File: config.mk
export PLATFORM = sky130hd
export DESIGN_NAME = tile_job_dispatcher
export DESIGN_NICKNAME = d
export VERILOG_FILES = /design/src/rtl/tile_dispatch_pkg.sv /design/src/rtl/tile_job_dispatcher_rr_arbiter.sv /design/src/rtl/tile_job_dispatcher.sv
export SDC_FILE = /design/constraint.sdc
export NUM_CORES = 1
export LEC_CHECK = 0
export CAP_MARGIN = 40
export CORE_MARGIN = 8
export CORE_UTILIZATION = 47
export CTS_CLUSTER_SIZE = 16
export DETAILED_ROUTE_END_ITERATION = 8
export SLEW_MARGIN = 20
export SYNTH_ARGS = -nofsm -noshare
export SYNTH_HDL_FRONTEND = slang
export SYNTH_SLANG_ARGS = --single-unit
File: constraint.sdc
create_clock -name clock -period 5.96 [get_ports clock]
set_input_delay 0.596 -clock clock [delete_from_list [all_inputs] [get_ports clock]]
set_output_delay 0.596 -clock clock [all_outputs]
set_load 0.05 [all_outputs]
File: src/rtl/tile_dispatch_pkg.sv
// Shared types for the tile job dispatcher: job word types, dispatcher
// states and the replay section sequence.
package tile_dispatch_pkg;

  // Type field position in the default 32-bit job word (29-bit payload).
  localparam int TYPE_W   = 3;
  localparam int TYPE_LSB = 29;
  localparam int TYPE_MSB = TYPE_LSB + TYPE_W - 1;

  typedef enum logic [2:0] {
    TYPE_ADDR   = 3'd0,
    TYPE_NLIMBS = 3'd1,
    TYPE_REAL   = 3'd2,
    TYPE_IMAG   = 3'd3,
    TYPE_ITER   = 3'd4,
    TYPE_SHIFT  = 3'd5,
    TYPE_RSVD6  = 3'd6,
    TYPE_RSVD7  = 3'd7
  } word_type_t;

  typedef enum logic [1:0] {
    COLLECT = 2'd0,
    WAIT    = 2'd1,
    REPLAY  = 2'd2
  } disp_state_t;

  // Replay emits the job in this fixed order, whatever order it arrived in.
  typedef enum logic [2:0] {
    SEC_ADDR   = 3'd0,
    SEC_NLIMBS = 3'd1,
    SEC_REAL   = 3'd2,
    SEC_IMAG   = 3'd3,
    SEC_ITER   = 3'd4,
    SEC_SHIFT  = 3'd5
  } section_t;

  function automatic logic is_reserved(word_type_t t);
    return (t == TYPE_RSVD6) || (t == TYPE_RSVD7);
  endfunction

endpackage

File: src/rtl/tile_job_dispatcher_rr_arbiter.sv
// Round-robin pick of one requester, searching upward from last+1 and
// wrapping. With a single requester this reduces to req[0].
module rr_arbiter #(
  parameter int N = 4,
  parameter int W = (N > 1) ? $clog2(N) : 1
) (
  input  logic [N-1:0] req,
  input  logic [W-1:0] last,
  output logic [W-1:0] grant,
  output logic         grant_valid
);

  // Lowest requester above last wins; otherwise lowest at or below last.
  // The second loop runs after the first so the upper side overrides.
  always_comb begin
    grant       = '0;
    grant_valid = 1'b0;
    for (int j = N - 1; j >= 0; j--) begin
      if (req[j] && (j <= int'(last))) begin
        grant       = W'(j);
        grant_valid = 1'b1;
      end
    end
    for (int j = N - 1; j >= 0; j--) begin
      if (req[j] && (j > int'(last))) begin
        grant       = W'(j);
        grant_valid = 1'b1;
      end
    end
  end

endmodule

File: src/rtl/tile_job_dispatcher.sv
// Tile job dispatcher: buffers one typed job, picks an idle solver
// round-robin and replays the job over the shared job bus.
// Optional DISPATCH_ERROR_CHECK_EN adds a sticky err output and discards
// malformed jobs instead of dispatching them.
module tile_job_dispatcher
  import tile_dispatch_pkg::*;
#(
  parameter int NUM_SOLVERS  = 4,
  parameter int MAX_LIMBS    = 8,
  parameter int PAYLOAD_BITS = 29,
  parameter int COUNT_BITS   = 16,
  localparam int TW = (NUM_SOLVERS > 1) ? $clog2(NUM_SOLVERS) : 1
) (
  input  logic                      clock,
  input  logic                      reset,
  input  logic                      in_valid,
  input  logic [PAYLOAD_BITS+2:0]   in_data,
  input  logic                      in_end_of_stream,
  output logic                      in_ready,
  input  logic [NUM_SOLVERS-1:0]    solver_idle,
  output logic                      job_valid,
  output logic [TW-1:0]             job_target,
  output logic [2:0]                job_type,
  output logic [PAYLOAD_BITS-1:0]   job_data,
  output logic                      job_end,
  input  logic                      job_ready,
  output logic [COUNT_BITS-1:0]     dispatch_count
`ifdef DISPATCH_ERROR_CHECK_EN
  ,
  output logic                      err
`endif
);

  localparam int CW = $clog2(MAX_LIMBS + 1);
  localparam int IW = (MAX_LIMBS > 1) ? $clog2(MAX_LIMBS) : 1;

  disp_state_t state, state_n;
  section_t    sec;
  logic [CW-1:0] real_cnt, imag_cnt, rep_idx;
  logic [PAYLOAD_BITS-1:0] addr_q, nl_q, iter_q, shift_q;
  logic [PAYLOAD_BITS-1:0] real_buf [MAX_LIMBS];
  logic [PAYLOAD_BITS-1:0] imag_buf [MAX_LIMBS];
  logic [TW-1:0] last_target, grant;
  logic          grant_valid;
  logic          xfer, eos, job_done, job_drop;
  word_type_t    in_type;
  logic [PAYLOAD_BITS-1:0] in_pay;

  assign in_type   = word_type_t'(in_data[PAYLOAD_BITS +: TYPE_W]);
  assign in_pay    = in_data[PAYLOAD_BITS-1:0];
  assign in_ready  = (state == COLLECT);
  assign job_valid = (state == REPLAY);
  assign xfer      = in_valid && in_ready;
  assign eos       = xfer && in_end_of_stream;
  assign job_done  = (state == REPLAY) && job_ready && (sec == SEC_SHIFT);

  rr_arbiter #(.N(NUM_SOLVERS), .W(TW)) u_arb (
    .req         (solver_idle),
    .last        (last_target),
    .grant       (grant),
    .grant_valid (grant_valid)
  );

  // State register; reset lands in COLLECT from anywhere, including replay.
  always_ff @(posedge clock or posedge reset) begin
    if (reset) state <= COLLECT;
    else       state <= state_n;
  end

  // Next state and the replay word mux.
  always_comb begin
    state_n  = state;
    job_type = '0;
    job_data = '0;
    job_end  = 1'b0;
    case (state)
      COLLECT: if (eos) state_n = job_drop ? COLLECT : WAIT;
      WAIT:    if (grant_valid) state_n = REPLAY;
      REPLAY: begin
        case (sec)
          SEC_ADDR:   begin job_type = TYPE_ADDR;   job_data = addr_q; end
          SEC_NLIMBS: begin job_type = TYPE_NLIMBS; job_data = nl_q;   end
          SEC_REAL:   begin job_type = TYPE_REAL;   job_data = real_buf[rep_idx[IW-1:0]]; end
          SEC_IMAG:   begin job_type = TYPE_IMAG;   job_data = imag_buf[rep_idx[IW-1:0]]; end
          SEC_ITER:   begin job_type = TYPE_ITER;   job_data = iter_q; end
          default:    begin job_type = TYPE_SHIFT;  job_data = shift_q; job_end = 1'b1; end
        endcase
        if (job_done) state_n = COLLECT;
      end
      default: state_n = COLLECT;
    endcase
  end

  // Job storage; contents are don't-care after reset, so no reset here.
  // Scalars are last-wins, limbs beyond MAX_LIMBS and reserved words drop.
  always_ff @(posedge clock) begin
    if (xfer) begin
      case (in_type)
        TYPE_ADDR:   addr_q  <= in_pay;
        TYPE_NLIMBS: nl_q    <= in_pay;
        TYPE_REAL:   if (real_cnt != CW'(MAX_LIMBS)) real_buf[real_cnt[IW-1:0]] <= in_pay;
        TYPE_IMAG:   if (imag_cnt != CW'(MAX_LIMBS)) imag_buf[imag_cnt[IW-1:0]] <= in_pay;
        TYPE_ITER:   iter_q  <= in_pay;
        TYPE_SHIFT:  shift_q <= in_pay;
        default: ;
      endcase
    end
  end

  // Limb counters, target latch, replay sequencer and dispatch bookkeeping.
  always_ff @(posedge clock or posedge reset) begin
    if (reset) begin
      real_cnt       <= '0;
      imag_cnt       <= '0;
      sec            <= SEC_ADDR;
      rep_idx        <= '0;
      job_target     <= '0;
      last_target    <= TW'(NUM_SOLVERS - 1);
      dispatch_count <= '0;
    end else begin
      if (job_done || job_drop) begin
        real_cnt <= '0;
        imag_cnt <= '0;
      end else if (xfer && in_type == TYPE_REAL && real_cnt != CW'(MAX_LIMBS)) begin
        real_cnt <= real_cnt + CW'(1);
      end else if (xfer && in_type == TYPE_IMAG && imag_cnt != CW'(MAX_LIMBS)) begin
        imag_cnt <= imag_cnt + CW'(1);
      end

      if (state == WAIT && grant_valid) begin
        job_target <= grant;
        sec        <= SEC_ADDR;
        rep_idx    <= '0;
      end else if (state == REPLAY && job_ready) begin
        case (sec)
          SEC_ADDR:   sec <= SEC_NLIMBS;
          SEC_NLIMBS: sec <= (real_cnt != '0) ? SEC_REAL :
                             (imag_cnt != '0) ? SEC_IMAG : SEC_ITER;
          SEC_REAL: begin
            if (rep_idx + CW'(1) == real_cnt) begin
              rep_idx <= '0;
              sec     <= (imag_cnt != '0) ? SEC_IMAG : SEC_ITER;
            end else rep_idx <= rep_idx + CW'(1);
          end
          SEC_IMAG: begin
            if (rep_idx + CW'(1) == imag_cnt) begin
              rep_idx <= '0;
              sec     <= SEC_ITER;
            end else rep_idx <= rep_idx + CW'(1);
          end
          SEC_ITER:   sec <= SEC_SHIFT;
          default: begin
            dispatch_count <= dispatch_count + COUNT_BITS'(1);
            last_target    <= job_target;
          end
        endcase
      end
    end
  end

`ifdef DISPATCH_ERROR_CHECK_EN
  logic have_addr, have_nl, have_iter, have_shift, bad_q;
  logic word_bad, cnt_mismatch, missing;
  logic [CW-1:0] real_cnt_n, imag_cnt_n;
  logic [PAYLOAD_BITS-1:0] nl_n;

  // The end word is judged together with everything collected before it.
  always_comb begin
    word_bad   = xfer && (is_reserved(in_type) ||
                 (in_type == TYPE_REAL && real_cnt == CW'(MAX_LIMBS)) ||
                 (in_type == TYPE_IMAG && imag_cnt == CW'(MAX_LIMBS)));
    real_cnt_n = real_cnt + CW'(in_type == TYPE_REAL && real_cnt != CW'(MAX_LIMBS));
    imag_cnt_n = imag_cnt + CW'(in_type == TYPE_IMAG && imag_cnt != CW'(MAX_LIMBS));
    nl_n       = (in_type == TYPE_NLIMBS) ? in_pay : nl_q;
    cnt_mismatch = (PAYLOAD_BITS'(real_cnt_n) != nl_n) ||
                   (PAYLOAD_BITS'(imag_cnt_n) != nl_n);
    missing    = !(have_addr  || in_type == TYPE_ADDR)   ||
                 !(have_nl    || in_type == TYPE_NLIMBS) ||
                 !(have_iter  || in_type == TYPE_ITER)   ||
                 !(have_shift || in_type == TYPE_SHIFT);
    job_drop   = eos && (bad_q || word_bad || cnt_mismatch || missing);
  end

  // Per-job presence/bad flags cleared at end of stream; err is sticky.
  always_ff @(posedge clock or posedge reset) begin
    if (reset) begin
      have_addr <= 1'b0; have_nl <= 1'b0; have_iter <= 1'b0; have_shift <= 1'b0;
      bad_q     <= 1'b0;
      err       <= 1'b0;
    end else begin
      err <= err | word_bad | job_drop;
      if (eos) begin
        have_addr <= 1'b0; have_nl <= 1'b0; have_iter <= 1'b0; have_shift <= 1'b0;
        bad_q     <= 1'b0;
      end else if (xfer) begin
        bad_q <= bad_q | word_bad;
        if (in_type == TYPE_ADDR)   have_addr  <= 1'b1;
        if (in_type == TYPE_NLIMBS) have_nl    <= 1'b1;
        if (in_type == TYPE_ITER)   have_iter  <= 1'b1;
        if (in_type == TYPE_SHIFT)  have_shift <= 1'b1;
      end
    end
  end
`else
  assign job_drop = 1'b0;
`endif

endmodule

==> results.md <==
- Outcome: completed
- DRT Pass-1 Iters: 5
- Worst slew margin: 49.76%
- HP Class: primary input to async pin
- Setup crit start kind: register
- Pwr dens: 403.8 nW/um^2
- Busiest layer in global routing: met2
- Worst reg2reg path endpoint: imag_buf[4][12]
- Yosys synthesis warning count: 0
- Remaining DRCs: 0
- Final ANT Viol Nets: 0
- Met1 Usage GRT: 27.56%
- Die area: 59550 sq um
- FF/Latch Area: 18360 sq um
- # fillers: 3949
- Area of the multi-input gates: 5733 sq um
- Width of the chip: 244.0 microns
- Share of layout cells above drive strength 1: 21.31%
- Clk sinks: 617
- TritonCTS clock tree: yes
- # setup viols final: 0
- P_leak: 0.009203 uW
- Largest family of logic cells by synthesized area: multiplexers
- Skew final: 0.01269 ns
- Rows: 83
- Cell with the most instances after synthesis: edfxtp_1
- Most used DFF post-synth: edfxtp_1
- Flops & latches, synth: 617
- Mux cell area share after synthesis: 12.29%
- Synth cell count leaders: edfxtp_1 (580), mux4_2 (116), nand2_1 (109), a21oi_1 (64), inv_1 (46)
- Flop-to-flop setup slack: 2.71 ns
- Met2 GRT Util: 29.79%
- Fin nets: 1507
- Final worst-path cycle share: 74.32%
- Top cells by area, synth: edfxtp_1 (71%), mux4_2 (11%), dfrtp_1 (3.6%)
- Setup crit end kind: output pin
- Worst VDD drop: 227.8 uV
- Crit. Startpoint: rep_idx[1]
- Worst setup path end: job_data[6]
- Post-route minimum period: 4.429 ns
- Final Hold Violating Endpoints: 0
- Sequential area share after synthesis: 75.07%
- Initial antenna violation count: 1
- Vias in the first global route: 13251
- GRT met3 Usage: 3.216%
- PortBufs: 93
- Post-synth EDFFs: 580
- Starting Density: 47.54%
- RR Startpoint: state[0]
- RSZ-0062 raised after global routing: no
- Synth Area in Compound Gates: 5.171%
- Syn Area/Cell: 18.37 sq um
- Max-Cap Viols: 0
- Detailed-route vias per instance: 5.856
- Overall fraction of global-route tracks in use: 19.05%
- R2R cell count: 5
- N_diodes: 0
- Worst-path clk slew: 0.06 ns
- GP Congestion: 0.7534
- Core region area: 51410 sq um
- Top Ports: 94
- Peak fanout along the critical path: 37
- Synth unique cells: 54
- CP Data Required Time: 5.36 ns
- Setup TNS Final: 0 ns
- Total CTS buffers: 61
- Critical Path AT: 3.83 ns
- Post-synth ARST share: 5.997%
- Largest net degree at the start of global routing: 45
- Synth Area in XOR/XNOR: 1.244%
- Mapped Cells: 1330
- DP Wirelength: 33.17 mm
- Layout area overhead: 17.45%
- Post-CTS sizing: 0
- Via count: 12831
- Area share of fa/ha/maj cells after synthesis: 0.3072%
- Fmax: 225.8 MHz
- Clock Tree Buf Depth: 3
- Detailed-route wire length per cell: 26.10 microns
- Synth Net Count: 1377
- Final Core Density: 55.84%
- Later-pin clock latency in the skew report: 0.61 ns
- Crit Path Class: register to output pin
- Number of buffers added for setup after CTS: 0
- Die Y: 244.0 microns
- First-pass GRT wire length: 85.90 mm
- Synth area leader: edfxtp_1
- GR Overflow Total: 0
- CTS hold repair buffers: 0
- Clock Tree Root: clkbuf_16
- DRC marker count from the first detailed-route iteration: 1203
- Simple-gate area share of the yosys netlist: 3.881%
- Area share of the largest cell type after synthesis: 71.27%
- Max-slew violation count: 0
- Worst slew pin tran: 0.7512 ns
- Syn Std Cell Area: 24440 sq um
- Htree depth: 2
- DRT Wirelength: 57.18 mm
worst min path at each step:
stage / from / to / slack, ns / cells past startpoint
6_report: reset / job_target[0] / 0.41 / 3
5_1_grt: reset / job_target[0] / 0.46 / 3
4_1_cts: reset / dispatch_count[0] / 0.40 / 3
3_5_place_dp: dispatch_count[10] / dispatch_count[10] / 0.49 / 1
3_3_place_gp: dispatch_count[15] / dispatch_count[15] / 0.46 / 1
2_1_floorplan: state[1] / state[0] / 0.49 / 1
metrics by stage:
step	setup slack [ns]	instance area, sq um	hold slack [ns]	std cells	total power [uW]
floorplan	1.600	24440	0.4851	1330	6941
global placement	1.969	26330	0.4617	2059	7852
detailed placement	2.002	26680	0.4872	2073	7956
CTS	1.398	28600	0.4020	2187	11680
global route	1.346	28700	0.4591	2191	12030
finish	1.531	28700	0.4111	2191	11590
metal layers:
| layer | routed length (microns) | vias up |
|---|---|---|
| met4 | 1161 | 0 |
| met5 | 0 | - |
| li1 | - | 5557 |
| met1 | 25090 | 6694 |
| met2 | 26720 | 494 |
| met3 | 4217 | 86 |
cells by family (layout without fill, tap and decap cells):
kind of cell	after synthesis	after routing
AO/OA/AOI/OAI	200	200
XOR/XNOR	33	33
adder cells (fa/ha/maj)	6	6
buffers and inverters	122	303
flip-flops	617	617
multiplexers	151	151
AND/OR/NAND/NOR	201	201
area by class of cell:
class / instances / area share [%]
Sequential cell: 617 / 63.97
Multi-Input combinational cell: 591 / 19.97
Timing Repair Buffer: 143 / 5.772
Clock buffer: 82 / 5.741
Tap cell: 680 / 2.964
Clock inverter: 32 / 0.9808
Inverter: 46 / 0.6016
state kept, by name, summed over array words and instances, names as in the netlist:
signal / count
imag_cnt: 4
last_target: 2
nl_q: 29
dispatch_count: 16
job_target: 2
sec: 3
rep_idx: 4
addr_q: 29
real_buf: 232
iter_q: 29
shift_q: 29
state: 2
imag_buf: 232
real_cnt: 4
report_power, final:
part	leakage (uW)	internal (uW)	switching [uW]	total, uW
Combinational	0.00255	1090	1740	2830
Clock	0.000948	2150	1570	3720
Sequential	0.00570	4870	175	5040
critical path, stage by stage, from the launching register on:
cell and delay (ns):
dfrtp_4 0.91, buf_12 0.36, mux4_2 0.54, mux2_2 0.29, a22oi_1 0.18, a21oi_1 0.17, clkdlybuf4s50_1 0.74
placed cells by master (no fill, tap or decap), drive strengths merged, types with 6 or more instances in the layout:
cell type / n
a21oi: 64
a22oi: 29
buf: 50
clkbuf: 82
clkdlybuf4s50: 93
clkinv: 26
dfrtp: 35
edfxtp: 580
ha: 6
inv: 47
mux2: 32
mux4: 116
nand2: 109
nand2b: 6
nand3: 12
nor2: 32
nor3: 10
o21ai: 34
o22a: 29
o22ai: 32
xnor2: 22
xor2: 10
Power figures use the tool's default switching activity.
